==> config.mk <==
export PLATFORM = sky130hd
export DESIGN_NAME = uart_boot_loader_flat
export DESIGN_NICKNAME = d
export VERILOG_FILES = /design/src/rtl/uart_boot_loader_if.sv /design/src/rtl/uart_boot_loader.sv /design/src/flat_wrapper.sv
export SDC_FILE = /design/constraint.sdc
export NUM_CORES = 1
export LEC_CHECK = 0
export CAP_MARGIN = 5
export CORE_UTILIZATION = 40
export CTS_CLUSTER_SIZE = 8
export DETAILED_ROUTE_END_ITERATION = 16
export PLACE_DENSITY = 0.66
export RECOVER_POWER = 100
export SYNTH_ARGS = -nofsm -noshare
export SYNTH_HDL_FRONTEND = slang
export SYNTH_SLANG_ARGS = --single-unit
==> constraint.sdc <==
create_clock -name clock -period 5.1 [get_ports clock]
set_input_delay 1.275 -clock clock [delete_from_list [all_inputs] [get_ports clock]]
set_output_delay 1.275 -clock clock [all_outputs]
set_load 0.02 [all_outputs]
==> src/rtl/uart_boot_loader_if.sv <==
// Byte-stream, memory-write and boot-control signals between the boot loader
// and its surroundings (UART core, memory write port, CPU release).
interface uart_boot_loader_if;
    logic        rx_complete;
    logic [7:0]  rx_data;
    logic        tx_valid;
    logic [7:0]  tx_data;
    logic        tx_complete;
    logic        mem_request;
    logic [31:0] mem_address;
    logic [31:0] mem_wdata;
    logic        mem_ack;
    logic        boot_start;
    logic [31:0] boot_address;
    logic        busy;

    modport master (
        input  rx_complete, rx_data, tx_complete, mem_ack,
        output tx_valid, tx_data, mem_request, mem_address, mem_wdata,
               boot_start, boot_address, busy
    );

    modport slave (
        output rx_complete, rx_data, tx_complete, mem_ack,
        input  tx_valid, tx_data, mem_request, mem_address, mem_wdata,
               boot_start, boot_address, busy
    );
endinterface

==> src/rtl/uart_boot_loader.sv <==
// Target-side UART boot protocol responder: parses LOAD/RUN packets, writes
// payload words to memory, answers ACK/NAK and releases the CPU on a good RUN.
module uart_boot_loader #(
    parameter int unsigned TIMEOUT_CYCLES = 5000000,
    parameter logic [7:0]  ACK_BYTE       = 8'h06,
    parameter logic [7:0]  NAK_BYTE       = 8'h15
) (
    input  logic               clock,
    input  logic               reset,
    uart_boot_loader_if.master bus
);
    localparam int unsigned TW = $clog2(TIMEOUT_CYCLES + 1);
    localparam logic [TW-1:0] TIMER_LAST = TW'(TIMEOUT_CYCLES - 1);

    typedef enum logic [2:0] {
        S_IDLE,
        S_ADDR,
        S_COUNT,
        S_DATA,
        S_CSUM,
        S_WAIT_MEM,
        S_RESPOND,
        S_BOOT
    } state_t;

    state_t      state;
    logic        is_run;
    logic [1:0]  byte_idx;
    logic [31:0] shift;
    logic [31:0] next_addr;
    logic [15:0] words_left;
    logic [7:0]  csum;
    logic        good;
    logic        overrun;
    logic [TW-1:0] timer;

    logic        tx_valid_r;
    logic [7:0]  tx_data_r;
    logic        mem_request_r;
    logic [31:0] mem_address_r;
    logic [31:0] mem_wdata_r;
    logic        boot_start_r;
    logic [31:0] boot_address_r;

    logic [31:0] shifted;
    logic        parsing;

    // Little-endian fields: each new byte enters at the top and slides down.
    assign shifted = {bus.rx_data, shift[31:8]};
    assign parsing = (state == S_ADDR) || (state == S_COUNT) ||
                     (state == S_DATA) || (state == S_CSUM);

    always_ff @(posedge clock) begin
        if (reset) begin
            state          <= S_IDLE;
            is_run         <= 1'b0;
            byte_idx       <= '0;
            shift          <= '0;
            next_addr      <= '0;
            words_left     <= '0;
            csum           <= '0;
            good           <= 1'b0;
            overrun        <= 1'b0;
            timer          <= '0;
            tx_valid_r     <= 1'b0;
            tx_data_r      <= '0;
            mem_request_r  <= 1'b0;
            mem_address_r  <= '0;
            mem_wdata_r    <= '0;
            boot_start_r   <= 1'b0;
            boot_address_r <= '0;
        end else begin
            boot_start_r <= 1'b0;
            if (mem_request_r && bus.mem_ack)
                mem_request_r <= 1'b0;

            if (parsing && !bus.rx_complete)
                timer <= timer + 1'b1;
            else
                timer <= '0;

            if (parsing && !bus.rx_complete && timer == TIMER_LAST) begin
                // Abandon silently; an in-flight write still finishes on its own.
                state   <= S_IDLE;
                overrun <= 1'b0;
                timer   <= '0;
            end else begin
                case (state)
                    S_IDLE: begin
                        if (bus.rx_complete &&
                            (bus.rx_data == 8'hB0 || bus.rx_data == 8'hB1)) begin
                            is_run   <= (bus.rx_data == 8'hB1);
                            csum     <= bus.rx_data;
                            overrun  <= 1'b0;
                            good     <= 1'b0;
                            byte_idx <= '0;
                            state    <= S_ADDR;
                        end
                    end

                    S_ADDR: begin
                        if (bus.rx_complete) begin
                            csum     <= csum + bus.rx_data;
                            shift    <= shifted;
                            byte_idx <= byte_idx + 1'b1;
                            if (byte_idx == 2'd3) begin
                                next_addr <= {shifted[31:2], 2'b00};
                                byte_idx  <= '0;
                                state     <= is_run ? S_CSUM : S_COUNT;
                            end
                        end
                    end

                    S_COUNT: begin
                        if (bus.rx_complete) begin
                            csum     <= csum + bus.rx_data;
                            shift    <= shifted;
                            byte_idx <= byte_idx + 1'b1;
                            if (byte_idx == 2'd1) begin
                                words_left <= shifted[31:16];
                                byte_idx   <= '0;
                                state      <= (shifted[31:16] == 16'd0) ? S_CSUM : S_DATA;
                            end
                        end
                    end

                    S_DATA: begin
                        if (bus.rx_complete) begin
                            csum     <= csum + bus.rx_data;
                            shift    <= shifted;
                            byte_idx <= byte_idx + 1'b1;
                            if (byte_idx == 2'd3) begin
                                byte_idx   <= '0;
                                next_addr  <= next_addr + 32'd4;
                                words_left <= words_left - 16'd1;
                                if (words_left == 16'd1)
                                    state <= S_CSUM;
                                // A request still pending (even in its ack cycle) means this word is lost.
                                if (mem_request_r) begin
                                    overrun <= 1'b1;
                                end else begin
                                    mem_request_r <= 1'b1;
                                    mem_address_r <= next_addr;
                                    mem_wdata_r   <= shifted;
                                end
                            end
                        end
                    end

                    S_CSUM: begin
                        if (bus.rx_complete) begin
                            good  <= (bus.rx_data == csum) && !overrun;
                            state <= S_WAIT_MEM;
                        end
                    end

                    S_WAIT_MEM: begin
                        if (!mem_request_r)
                            state <= S_RESPOND;
                    end

                    S_RESPOND: begin
                        if (!tx_valid_r) begin
                            tx_valid_r <= 1'b1;
                            tx_data_r  <= good ? ACK_BYTE : NAK_BYTE;
                        end else if (bus.tx_complete) begin
                            tx_valid_r <= 1'b0;
                            if (is_run && good) begin
                                boot_start_r   <= 1'b1;
                                boot_address_r <= next_addr;
                                state          <= S_BOOT;
                            end else begin
                                state <= S_IDLE;
                            end
                        end
                    end

                    S_BOOT: begin
                        state <= S_IDLE;
                    end

                    default: state <= S_IDLE;
                endcase
            end
        end
    end

    assign bus.tx_valid     = tx_valid_r;
    assign bus.tx_data      = tx_data_r;
    assign bus.mem_request  = mem_request_r;
    assign bus.mem_address  = mem_address_r;
    assign bus.mem_wdata    = mem_wdata_r;
    assign bus.boot_start   = boot_start_r;
    assign bus.boot_address = boot_address_r;
    assign bus.busy         = (state != S_IDLE);
endmodule

==> src/flat_wrapper.sv <==
// flat-port wrapper written by rule: the top's interface ports become plain ports
module uart_boot_loader_flat 
#(
    parameter int unsigned TIMEOUT_CYCLES = 5000000,
    parameter logic [7:0]  ACK_BYTE       = 8'h06,
    parameter logic [7:0]  NAK_BYTE       = 8'h15
)
  (clock, reset, bus_rx_complete, bus_rx_data, bus_tx_complete, bus_mem_ack, bus_tx_valid, bus_tx_data, bus_mem_request, bus_mem_address, bus_mem_wdata, bus_boot_start, bus_boot_address, bus_busy);
  uart_boot_loader_if bus_i ();
  input  logic clock;
  input  logic reset;
  input wire logic [$bits(bus_i.rx_complete)-1:0] bus_rx_complete;
  input wire logic [$bits(bus_i.rx_data)-1:0] bus_rx_data;
  input wire logic [$bits(bus_i.tx_complete)-1:0] bus_tx_complete;
  input wire logic [$bits(bus_i.mem_ack)-1:0] bus_mem_ack;
  output wire logic [$bits(bus_i.tx_valid)-1:0] bus_tx_valid;
  output wire logic [$bits(bus_i.tx_data)-1:0] bus_tx_data;
  output wire logic [$bits(bus_i.mem_request)-1:0] bus_mem_request;
  output wire logic [$bits(bus_i.mem_address)-1:0] bus_mem_address;
  output wire logic [$bits(bus_i.mem_wdata)-1:0] bus_mem_wdata;
  output wire logic [$bits(bus_i.boot_start)-1:0] bus_boot_start;
  output wire logic [$bits(bus_i.boot_address)-1:0] bus_boot_address;
  output wire logic [$bits(bus_i.busy)-1:0] bus_busy;
  assign bus_i.rx_complete = bus_rx_complete;
  assign bus_i.rx_data = bus_rx_data;
  assign bus_i.tx_complete = bus_tx_complete;
  assign bus_i.mem_ack = bus_mem_ack;
  assign bus_tx_valid = bus_i.tx_valid;
  assign bus_tx_data = bus_i.tx_data;
  assign bus_mem_request = bus_i.mem_request;
  assign bus_mem_address = bus_i.mem_address;
  assign bus_mem_wdata = bus_i.mem_wdata;
  assign bus_boot_start = bus_i.boot_start;
  assign bus_boot_address = bus_i.boot_address;
  assign bus_busy = bus_i.busy;
  uart_boot_loader #(.TIMEOUT_CYCLES(TIMEOUT_CYCLES), .ACK_BYTE(ACK_BYTE), .NAK_BYTE(NAK_BYTE)) u_core (.clock(clock), .reset(reset), .bus(bus_i));
endmodule
==> summary.md, run 1 <==
| Metric | Value |
|---|---|
| Outcome | finished, violations left |
| Failing checks | max-capacitance violations, max-slew violations |
| Leak | 4.02 nW |
| Via count | 8812 |
| Final Hold Viols | 0 |
| NumNets Final | 1310 |
| Num Clock Sinks | 207 |
| Core area | 22800 sq um |
| Post-synth ARST share | 0% |
| Arrival time at the worst endpoint | 4.41 ns |
| IO Count | 121 |
| Initial antenna violation count | 0 |
| CTS resizes | 0 |
| Fraction of layout cells with a size suffix above 1 | 4.76% |
| Most used cell, CP | nand2_1 |
| HPWL Detailed | 17600 um |
| Die width | 155 um |
| Final period demand of the worst path | 3.98 ns |
| Synth top area cells | dfxtp_1 44%, nand2_1 12%, a21oi_1 9.3% |
| Vias in the first global route | 8125 |
| Post-Syn Area | 9400 sq um |
| Critical Path Max Stage Delay | 1.02 ns |
| Clock power share | 49.2% |
| CTS Buf Count | 29 |
| Primary FF master, synth | dfxtp_1 |
| Max_slew headroom | -5.10% |
| NetSw | 717 uW |
| Max-cap violations | 1 |
| Final Max Slew Viols | 40 |
| Seq/Total Area, Yosys | 44.1% |
| # fillers | 2261 |
| Post-synth top area cell | dfxtp_1 |
| Via/cell ratio | 5.52 |
| Top-area cell type share of the netlist area | 44.1% |
| Worst-path clk slew | 0.05 ns |
| Detailed Route WL | 26400 um |
| Skew final | 0.0154 ns |
| Worst VDD drop | 0.215 mV |
| Worst-Margin Slew | 1.57 ns |
| Worst skew pair latency | 0.54 ns |
| Antenna violation net count after detailed routing | 0 |
| Worst hold path type | reg -> reg |
| # rows | 55 |
| Initial Util | 41.1% |
| RSZ-0062 raised after global routing | false |
| Crit path required time | 5.53 ns |
| Antenna cells | 0 |
| Grt total ovfl | 0 |
| Max clock buf depth | 3 |
| Post-route setup TNS | 0 ns |
| Syn. warnings | 0 |
| # DRC | 0 |
| Cts hold-fix bufs | 0 |
| I/O Buffers | 112 |
| Total track usage | 21.8% |
| Die area | 24100 sq um |
| Critical path capture point type | flip-flop |
| Finish-stage setup viols | 0 |
| Sw Ratio | 21.4% |
| Seq pwr share | 48.4% |
| Cell Int Power | 2.64 mW |
| DR WL/cell | 16.6 um |
| Root Driver | clkbuf_16 |
| Drt first pass iters | 5 |
| First-pass GRT wire length | 42500 um |
| Yosys cell types | 72 |
| Post-synth EDFFs | 0 |
| Tot Pwr | 3.35 mW |
| Reg-to-Reg Start | u_core.state[0]$_SDFFE_PP0P_ |
| Hold path start | u_core.bus.mem_address[3]$_SDFFE_PP0P_ |
| Die H | 155 um |
| CP Launch Type | input pin |
| Power Density | 295 nW/um^2 |
| Logic gate share of total power | 2.4% |
| Crit path kind | in -> reg |
| CP cell instances | dlygate4sd3_1, nand2_1, nor3_1, clkbuf_1, nand2_1, o221ai_1, nor2_1 |
| CTS tree | yes |
| Final GP Congestion | 0.855 |
| P&R area growth vs syn | 21.0% |
| Postcts setup bufs | 0 |
| Largest net degree at the start of global routing | 74 |
| Synth Instances | 1210 |
| Number of DRC markers in iteration 0 | 615 |
| H-Tree Depth | 1 |
| Worst Setup SP | bus_rx_complete |
| Final period utilization | 78.1% |
| Synth Register Bits | 207 |
| F_max | 251 MHz |
| Slowest stage cell on the critical path | clkbuf_1 |
| Worst-path fanout max | 29 |
| Syn avg cell area | 7.77 sq um |
-- flip-flops by register name (all words and copies together) (netlist names), 8 cells and up --
signal	flops
u_core.bus.mem_wdata	32
u_core.words_left	16
u_core.bus.mem_address	30
u_core.timer	23
u_core.bus.boot_address	30
u_core.shift	24
u_core.csum	8
u_core.next_addr	30
-- kinds of logic after synthesis --
kind of cell               share of synthesized area (%)
muxes                                               1.09
adders and majority gates                           2.08
DFF                                                 44.1
buffers and inverters                               5.14
AOI/OAI and AO/OA                                   19.3
other                                             0.0399
xor gates and xnor gates                            2.24
and+or+nand+nor                                     26.0
-- worst max-delay path: cells and delay by family --
kind                   cells  cell delay [ns]
AOI/OAI and AO/OA          1             0.39
buffers and inverters      2             1.78
and+or+nand+nor            4             0.95
-- cell usage after synthesis (3+ instances only) --
cell / count
nand2_1: 299
dfxtp_1: 207
a21oi_1: 174
nor2_1: 86
clkbuf_1: 58
o21ai_0: 33
nand3_1: 30
nor3_1: 27
buf_2: 23
inv_1: 19
nand4_1: 17
a211oi_1: 16
ha_1: 14
nor4_1: 13
xor2_1: 13
xnor2_1: 11
and2_1: 10
and3_1: 10
buf_4: 10
o211ai_1: 9
mux2i_1: 8
a31oi_1: 7
or3_1: 7
or4_1: 7
a21o_1: 6
o31ai_1: 6
and4_1: 5
nor2b_1: 5
a2bb2oi_1: 4
a31o_2: 4
o22ai_1: 4
o31a_1: 4
a221oi_1: 3
a22oi_1: 3
a311oi_1: 3
nor3b_1: 3
o21a_1: 3
-- cell usage in the layout (no fill, tap or decap), drive strengths merged, types with 4 or more instances in the layout --
| master | Yosys | final |
|---|---|---|
| inv | 19 | 20 |
| and2 | 10 | 10 |
| o211ai | 9 | 9 |
| a2bb2oi | 4 | 4 |
| mux2i | 8 | 8 |
| buf | 34 | 11 |
| dlygate4sd3 | 0 | 104 |
| nor4 | 15 | 15 |
| ha | 14 | 14 |
| a211oi | 16 | 16 |
| or3 | 7 | 7 |
| o31a | 4 | 4 |
| o21ai | 35 | 35 |
| o31ai | 6 | 6 |
| nor2 | 88 | 88 |
| clkdlybuf4s50 | 0 | 7 |
| or4 | 7 | 7 |
| conb | 1 | 8 |
| nand4 | 19 | 19 |
| a31oi | 7 | 7 |
| a21o | 6 | 6 |
| xnor2 | 11 | 11 |
| xor2 | 13 | 13 |
| clkbuf | 58 | 34 |
| and3 | 10 | 10 |
| dfxtp | 207 | 207 |
| a21oi | 174 | 174 |
| nand2 | 299 | 299 |
| nand3 | 32 | 32 |
| and4 | 5 | 5 |
| a31o | 4 | 4 |
| nor3 | 28 | 28 |
| nor2b | 5 | 5 |
| o22ai | 4 | 4 |
-- layout make-up --
type,count,area (sq um),area share (%)
Clock buffer,30,729,6.42
Tap cell,313,392,3.45
Inverter,19,71.3,0.627
Sequential cell,207,4140,36.5
Timing Repair Buffer,126,1210,10.6
Clock inverter,1,20.0,0.176
Multi-Input combinational cell,899,4800,42.2
-- path summary, 6_finish.rpt --
| path | slack, ns | end | depth (start not counted) |
|---|---|---|---|
| max | 1.12 | u_core.next_addr[25]$_SDFFE_PP0P_ | 7 |
| min | 0.45 | u_core.bus.mem_address[3]$_SDFFE_PP0P_ | 2 |
| max reg2reg | 1.84 | u_core.next_addr[25]$_SDFFE_PP0P_ | 6 |
| min reg2reg | 0.45 | u_core.bus.mem_address[3]$_SDFFE_PP0P_ | 2 |
-- per-stage QoR --
step,instance area (sq um),hold WS [ns],setup slack (ns),utilization (%),instances
floorplan,9420,0.413,2.32,-,1217
global placement,10600,0.423,1.35,46.6,1564
detailed placement,10600,0.439,1.27,46.6,1564
CTS,11400,0.454,1.62,49.9,1595
global route,11400,0.464,0.902,49.7,1595
finish,11400,0.448,1.12,49.7,1595
-- routing by layer --
metal	wire length (um)	GRT usage [%]	part of all wire [%]
met3	1600	3.18	6.0
met1	12000	28.8	46
met4	533	6.30	2.0
met2	12300	36.7	46
met5	0	0	0
-- power by group through the flow --
stage	Clock, mW	Sequential [mW]	Combinational (mW)
after floorplan	0	1.65	0.0529
after global placement	0	1.66	0.0786
after detailed placement	0	1.66	0.0789
after CTS	1.69	1.62	0.0790
after global routing	1.75	1.62	0.0852
final	1.65	1.62	0.0795
Power figures use the tool's default switching activity.
==> inputs of run 2 (changes only) <==
PLACE_DENSITY = 0.68   (was 0.66)
clock period = 3.6 ns   (was 5.1 ns; I/O delays follow)
==> run 2 against run 1 <==
  * The flow still finishes with violations (max-capacitance violations, max-slew violations)
  * Critical endpoint is now bus_busy
  * Global-route usage up 0.30 points
  * Largest power group unchanged
  * Die area unchanged
  * Register-to-register slack worse by 1.1 ns
  * Routed wire length up 1.2%
  * Setup slack worse by 0.71 ns
  * Highest routed layer unchanged
  * First-iteration DRC count up 39%
  * Clock-buffer cell count unchanged
  * Sequential power up 42%
==> summary.md, run 2 (synthesized netlist as in run 1, its figures left out) <==
| Metric | Value |
|---|---|
| Worst skew pair latency | 0.54 ns |
| Via count | 8972 |
| Max-cap violations | 2 |
| Most common cell after layout, fill and taps aside | nand2_1 |
| Worst VDD drop | 0.271 mV |
| Register area | 4140 sq um |
| Max_slew headroom | -23.1% |
| Final Cell Area | 11500 sq um |
| Vias in the first global route | 8265 |
| Via/cell ratio | 5.57 |
| Crit path required time | 2.70 ns |
| RSZ-0062 raised after global routing | false |
| CP bufs+invs | 2 |
| Worst r2r path cells | 6 |
| CP Launch Type | flip-flop |
| Most frequent cells in the layout | 299 x nand2_1, 207 x dfxtp_1, 174 x a21oi_1 |
| Final GP Congestion | 0.868 |
| Antenna violation net count after detailed routing | 0 |
| IO Count | 121 |
| CP cell instances | inv_1, nand2_1, dlygate4sd3_1 |
| Die H | 155 um |
| Final period utilization | 88.6% |
| Critical Path Max Stage Delay | 0.68 ns |
| Detailed Route WL | 26700 um |
| Hold EP | u_core.timer[0]$_SDFF_PP0_ |
| Final period demand of the worst path | 3.19 ns |
| DR WL/cell | 16.6 um |
| Hold Path Stages | 1 |
| Core area | 22800 sq um |
| Hold path start | u_core.timer[0]$_SDFF_PP0_ |
| Critical path capture point type | primary output |
| Post-route setup TNS | 0 ns |
| Reg-to-Reg Start | u_core.state[0]$_SDFFE_PP0P_ |
| Grt total ovfl | 0 |
| Postcts setup bufs | 0 |
| Arrival time at the worst endpoint | 2.29 ns |
| Total track usage | 22.1% |
| I/O Buffers | 112 |
| Post-DP Area | 10800 sq um |
| # DRC | 0 |
| P&R area growth vs syn | 22.1% |
| F_max | 314 MHz |
| Power Density | 416 nW/um^2 |
| CTS Buf Count | 29 |
| CTS tree | yes |
| Max clock buf depth | 3 |
| Final Hold Slack | 0.444 ns |
| R2r endpoint | u_core.next_addr[28]$_SDFFE_PP0P_ |
| Root Driver | clkbuf_16 |
| Slowest stage cell on the critical path | dlygate4sd3_1 |
| Final Hold Viols | 0 |
| Initial antenna violation count | 0 |
| Die width | 155 um |
| Cts hold-fix bufs | 0 |
| Worst-Margin Slew | 1.85 ns |
| Finish-stage setup viols | 0 |
| R2r setup slk | 0.72 ns |
| Max reg flops | 32 |
| CTS resizes | 0 |
| Skew final | 0.00902 ns |
| Crit path kind | reg -> out |
| H-Tree Depth | 1 |
| WP depth | 3 |
| NumNets Final | 1326 |
| # fillers | 2253 |
| HPWL Detailed | 17900 um |
| Num Clock Sinks | 207 |
| Area taken by multi-input logic gates | 4810 sq um |
| Failing checks | max-capacitance violations, max-slew violations |
| Leak | 4.08 nW |
| Worst path top cell family by delay | buffers and inverters |
| Drt first pass iters | 7 |
| Outcome | finished, violations left |
| Largest net degree at the start of global routing | 88 |
| Number of DRC markers in iteration 0 | 852 |
| Worst-path fanout max | 16 |
| Die area | 24100 sq um |
| # rows | 55 |
| Antenna cells | 0 |
| Worst-path clk slew | 0.05 ns |
| Initial Util | 41.1% |
| Fraction of layout cells with a size suffix above 1 | 5.70% |
| Final Max Slew Viols | 171 |
| Worst hold path type | reg -> reg |
| First-pass GRT wire length | 43100 um |
## run 2: final cells by class
| cell class | count | area share, % |
|---|---|---|
| inverters | 19 | 0.622 |
| multi-input cells | 899 | 41.9 |
| clock buffers | 30 | 6.36 |
| repair buffers | 142 | 11.4 |
| well taps | 313 | 3.41 |
| clock inverters | 1 | 0.175 |
| flip-flops and latches | 207 | 36.1 |
## run 2: how the worst max path moves through the flow
stage | start | to | slack [ns]
2_1_floorplan | bus_rx_data[1] | u_core.csum[7]$_SDFFE_PP0P_ | 1.20
6_report | u_core.state[2]$_SDFFE_PP0P_ | bus_busy | 0.41
5_1_grt | bus_rx_complete | u_core.next_addr[28]$_SDFFE_PP0P_ | 0.21
4_1_cts | u_core.state[2]$_SDFFE_PP0P_ | bus_busy | 0.51
3_5_place_dp | bus_rx_data[1] | u_core.csum[7]$_SDFFE_PP0P_ | 0.39
3_3_place_gp | bus_rx_data[1] | u_core.csum[7]$_SDFFE_PP0P_ | 0.41
## run 2: per-layer routing
layer | vias to the layer above | share of wire, % | GRT usage [%]
li1 | 4347 | - | -
met1 | 4187 | 45 | 30.2
met2 | 374 | 45 | 36.0
met3 | 64 | 7.3 | 2.84
met4 | 0 | 2.7 | 7.19
met5 | - | 0 | 0
## run 2: power by group
part | switching (mW) | total, mW | internal [mW]
Combinational | 0.0841 | 0.117 | 0.0325
Clock | 0.942 | 2.35 | 1.41
Sequential | 0.00204 | 2.30 | 2.30
## run 2: metrics by stage
stage / utilization, % / power [mW] / std cells / setup slack [ns]
2_1_floorplan: - / 2.42 / 1217 / 1.20
5_1_grt: 50.2 / 4.91 / 1611 / 0.210
4_1_cts: 50.4 / 4.81 / 1611 / 0.512
3_3_place_gp: 47.1 / 2.46 / 1580 / 0.412
3_5_place_dp: 47.1 / 2.46 / 1580 / 0.391
6_report: 50.2 / 4.77 / 1611 / 0.411
==> inputs of run 3 (changes only) <==
CORE_UTILIZATION = 48   (was 40)
PLACE_DENSITY = 0.79   (was 0.68)
==> run 3 against run 2 <==
  * The flow now finishes without violations
  * Final area decreased by 0.31%
  * Combinational power barely moved
  * Sequential share of layout area is 0.11 points higher
  * Via count grew 1.1%
  * Global-route usage grew 3.9 points
  * Non-clock buffer count increased by 1
  * Clock skew up 0.0065 ns
  * Setup slack better by 0.14 ns
  * Sequential power is essentially flat
  * Clock power about the same
  * Critical endpoint unchanged
  * Highest routed layer unchanged
==> summary.md, run 3 (synthesized netlist as in run 1, its figures left out) <==
| Metric | Value |
|---|---|
| Max-cap violations | 0 |
| Critical Path Max Stage Delay | 0.67 ns |
| Most common cell after layout, fill and taps aside | nand2_1 |
| Hold EP | u_core.timer[0]$_SDFF_PP0_ |
| Crit path kind | reg -> out |
| Vias in the first global route | 8182 |
| Crit path required time | 2.70 ns |
| Die area | 20100 sq um |
| Outcome | finished, final reports clean |
| # rows | 50 |
| Via count | 9074 |
| Initial antenna violation count | 0 |
| Die width | 142 um |
| Root Driver | clkbuf_16 |
| Detailed Route WL | 26400 um |
| CP cell instances | nor2_1, nand2_1, dlygate4sd3_1 |
| Grt met3 use | 4.93% |
| Critical path capture point type | primary output |
| Total track usage | 26.0% |
| First-pass GRT wire length | 42200 um |
| NumNets Final | 1327 |
| Die H | 142 um |
| Worst hold path type | reg -> reg |
| Arrival time at the worst endpoint | 2.15 ns |
| R2r setup slk | 0.77 ns |
| Worst VDD drop | 0.357 mV |
| F_max | 328 MHz |
| CTS tree | yes |
| Slowest stage cell on the critical path | dlygate4sd3_1 |
| CP Launch Type | flip-flop |
| DR WL/cell | 16.9 um |
| Area taken by multi-input logic gates | 4800 sq um |
| Final period demand of the worst path | 3.05 ns |
| Max_slew headroom | 13.4% |
| Register area | 4140 sq um |
| Hold path start | u_core.timer[0]$_SDFF_PP0_ |
| Worst r2r path cells | 5 |
| Utilization after layout | 60.3% |
| Core area | 19000 sq um |
| Post-route setup TNS | 0 ns |
| Max clock buf depth | 3 |
| Cts hold-fix bufs | 0 |
| Max reg flops | 32 |
| P&R area growth vs syn | 21.7% |
| Num Clock Sinks | 207 |
| Initial Util | 49.6% |
| Drt first pass iters | 5 |
| Worst skew pair latency | 0.53 ns |
| RSZ-0062 raised after global routing | false |
| Finish-stage setup viols | 0 |
| CP bufs+invs | 1 |
| # DRC | 0 |
| Worst-path clk slew | 0.05 ns |
| GR Util met1 | 35.1% |
| Grt total ovfl | 0 |
| Leak | 4.11 nW |
| Worst path top cell family by delay | buffers and inverters |
| # fillers | 1679 |
| Worst-path fanout max | 15 |
| HPWL Detailed | 17600 um |
| Number of DRC markers in iteration 0 | 934 |
| Power Density | 415 nW/um^2 |
| Fraction of layout cells with a size suffix above 1 | 5.93% |
| Skew final | 0.0155 ns |
| Postcts setup bufs | 0 |
| CTS resizes | 0 |
| Met2 Use GR | 41.7% |
| Final GP Congestion | 0.891 |
| I/O Buffers | 112 |
| Antenna cells | 0 |
| Reg-to-Reg Start | u_core.state[0]$_SDFFE_PP0P_ |
| Worst-Margin Slew | 1.30 ns |
| Most Used Layer, Global Route | met2 |
| H-Tree Depth | 1 |
| Hold Path Stages | 1 |
| IO Count | 121 |
| CTS Buf Count | 29 |
| Largest net degree at the start of global routing | 74 |
| Final Hold Viols | 0 |
| Via/cell ratio | 5.82 |
| Most frequent cells in the layout | 299 x nand2_1, 207 x dfxtp_1, 174 x a21oi_1 |
| Final period utilization | 84.7% |
| Antenna violation net count after detailed routing | 0 |
| Final Max Slew Viols | 0 |
| R2r endpoint | u_core.bus.mem_address[12]$_SDFFE_PP0P_ |
==> run 3: metal layers <==
layer,wire length (um),part of all wire (%)
met1,11400,43
met2,12100,46
met3,2160,8.2
met4,736,2.8
met5,0,0
==> run 3: worst max-delay path by stage <==
stage | start | endpoint | slack, ns | depth (start not counted)
final | u_core.state[0]$_SDFFE_PP0P_ | bus_busy | 0.55 | 3
after global routing | bus_rx_complete | u_core.shift[24]$_SDFFE_PP0P_ | 0.44 | 7
after CTS | u_core.state[0]$_SDFFE_PP0P_ | bus_busy | 0.62 | 3
after detailed placement | bus_rx_data[1] | u_core.csum[7]$_SDFFE_PP0P_ | 0.42 | 7
after global placement | bus_rx_data[1] | u_core.csum[7]$_SDFFE_PP0P_ | 0.43 | 7
after floorplan | bus_rx_data[1] | u_core.csum[7]$_SDFFE_PP0P_ | 1.20 | 6
==> run 3: stage by stage <==
stage | instances | instance area, sq um | setup slack (ns) | total power [mW] | hold slack [ns]
finish | 1559 | 11400 | 0.550 | 4.75 | 0.438
global route | 1559 | 11400 | 0.442 | 4.88 | 0.469
CTS | 1559 | 11500 | 0.621 | 4.78 | 0.442
detailed placement | 1528 | 10700 | 0.416 | 2.46 | 0.436
global placement | 1528 | 10700 | 0.433 | 2.46 | 0.424
floorplan | 1217 | 9420 | 1.20 | 2.42 | 0.413
==> run 3: where the power goes <==
part | switching [mW] | internal (mW) | total (mW)
Sequential | 0.00222 | 2.30 | 2.30
Combinational | 0.0837 | 0.0339 | 0.118
Clock | 0.923 | 1.41 | 2.33
Total | 1.01 | 3.74 | 4.75
==> run 3: layout make-up <==
type | instances | share of cell area [%]
timing repair buffer | 143 | 11.7
sequential | 207 | 36.2
clock inverter | 1 | 0.175
clock buffer | 30 | 6.38
multi-input combinational | 899 | 42.0
inverter | 19 | 0.624
tap | 260 | 2.85
==> run 3: worst reg2reg max path: cells and delay by family (launching register included) <==
family | cells | cell delay, ns
buf+inv | 1 | 0.54
flops | 1 | 0.61
simple gates | 3 | 1.44
compound gates | 1 | 0.10
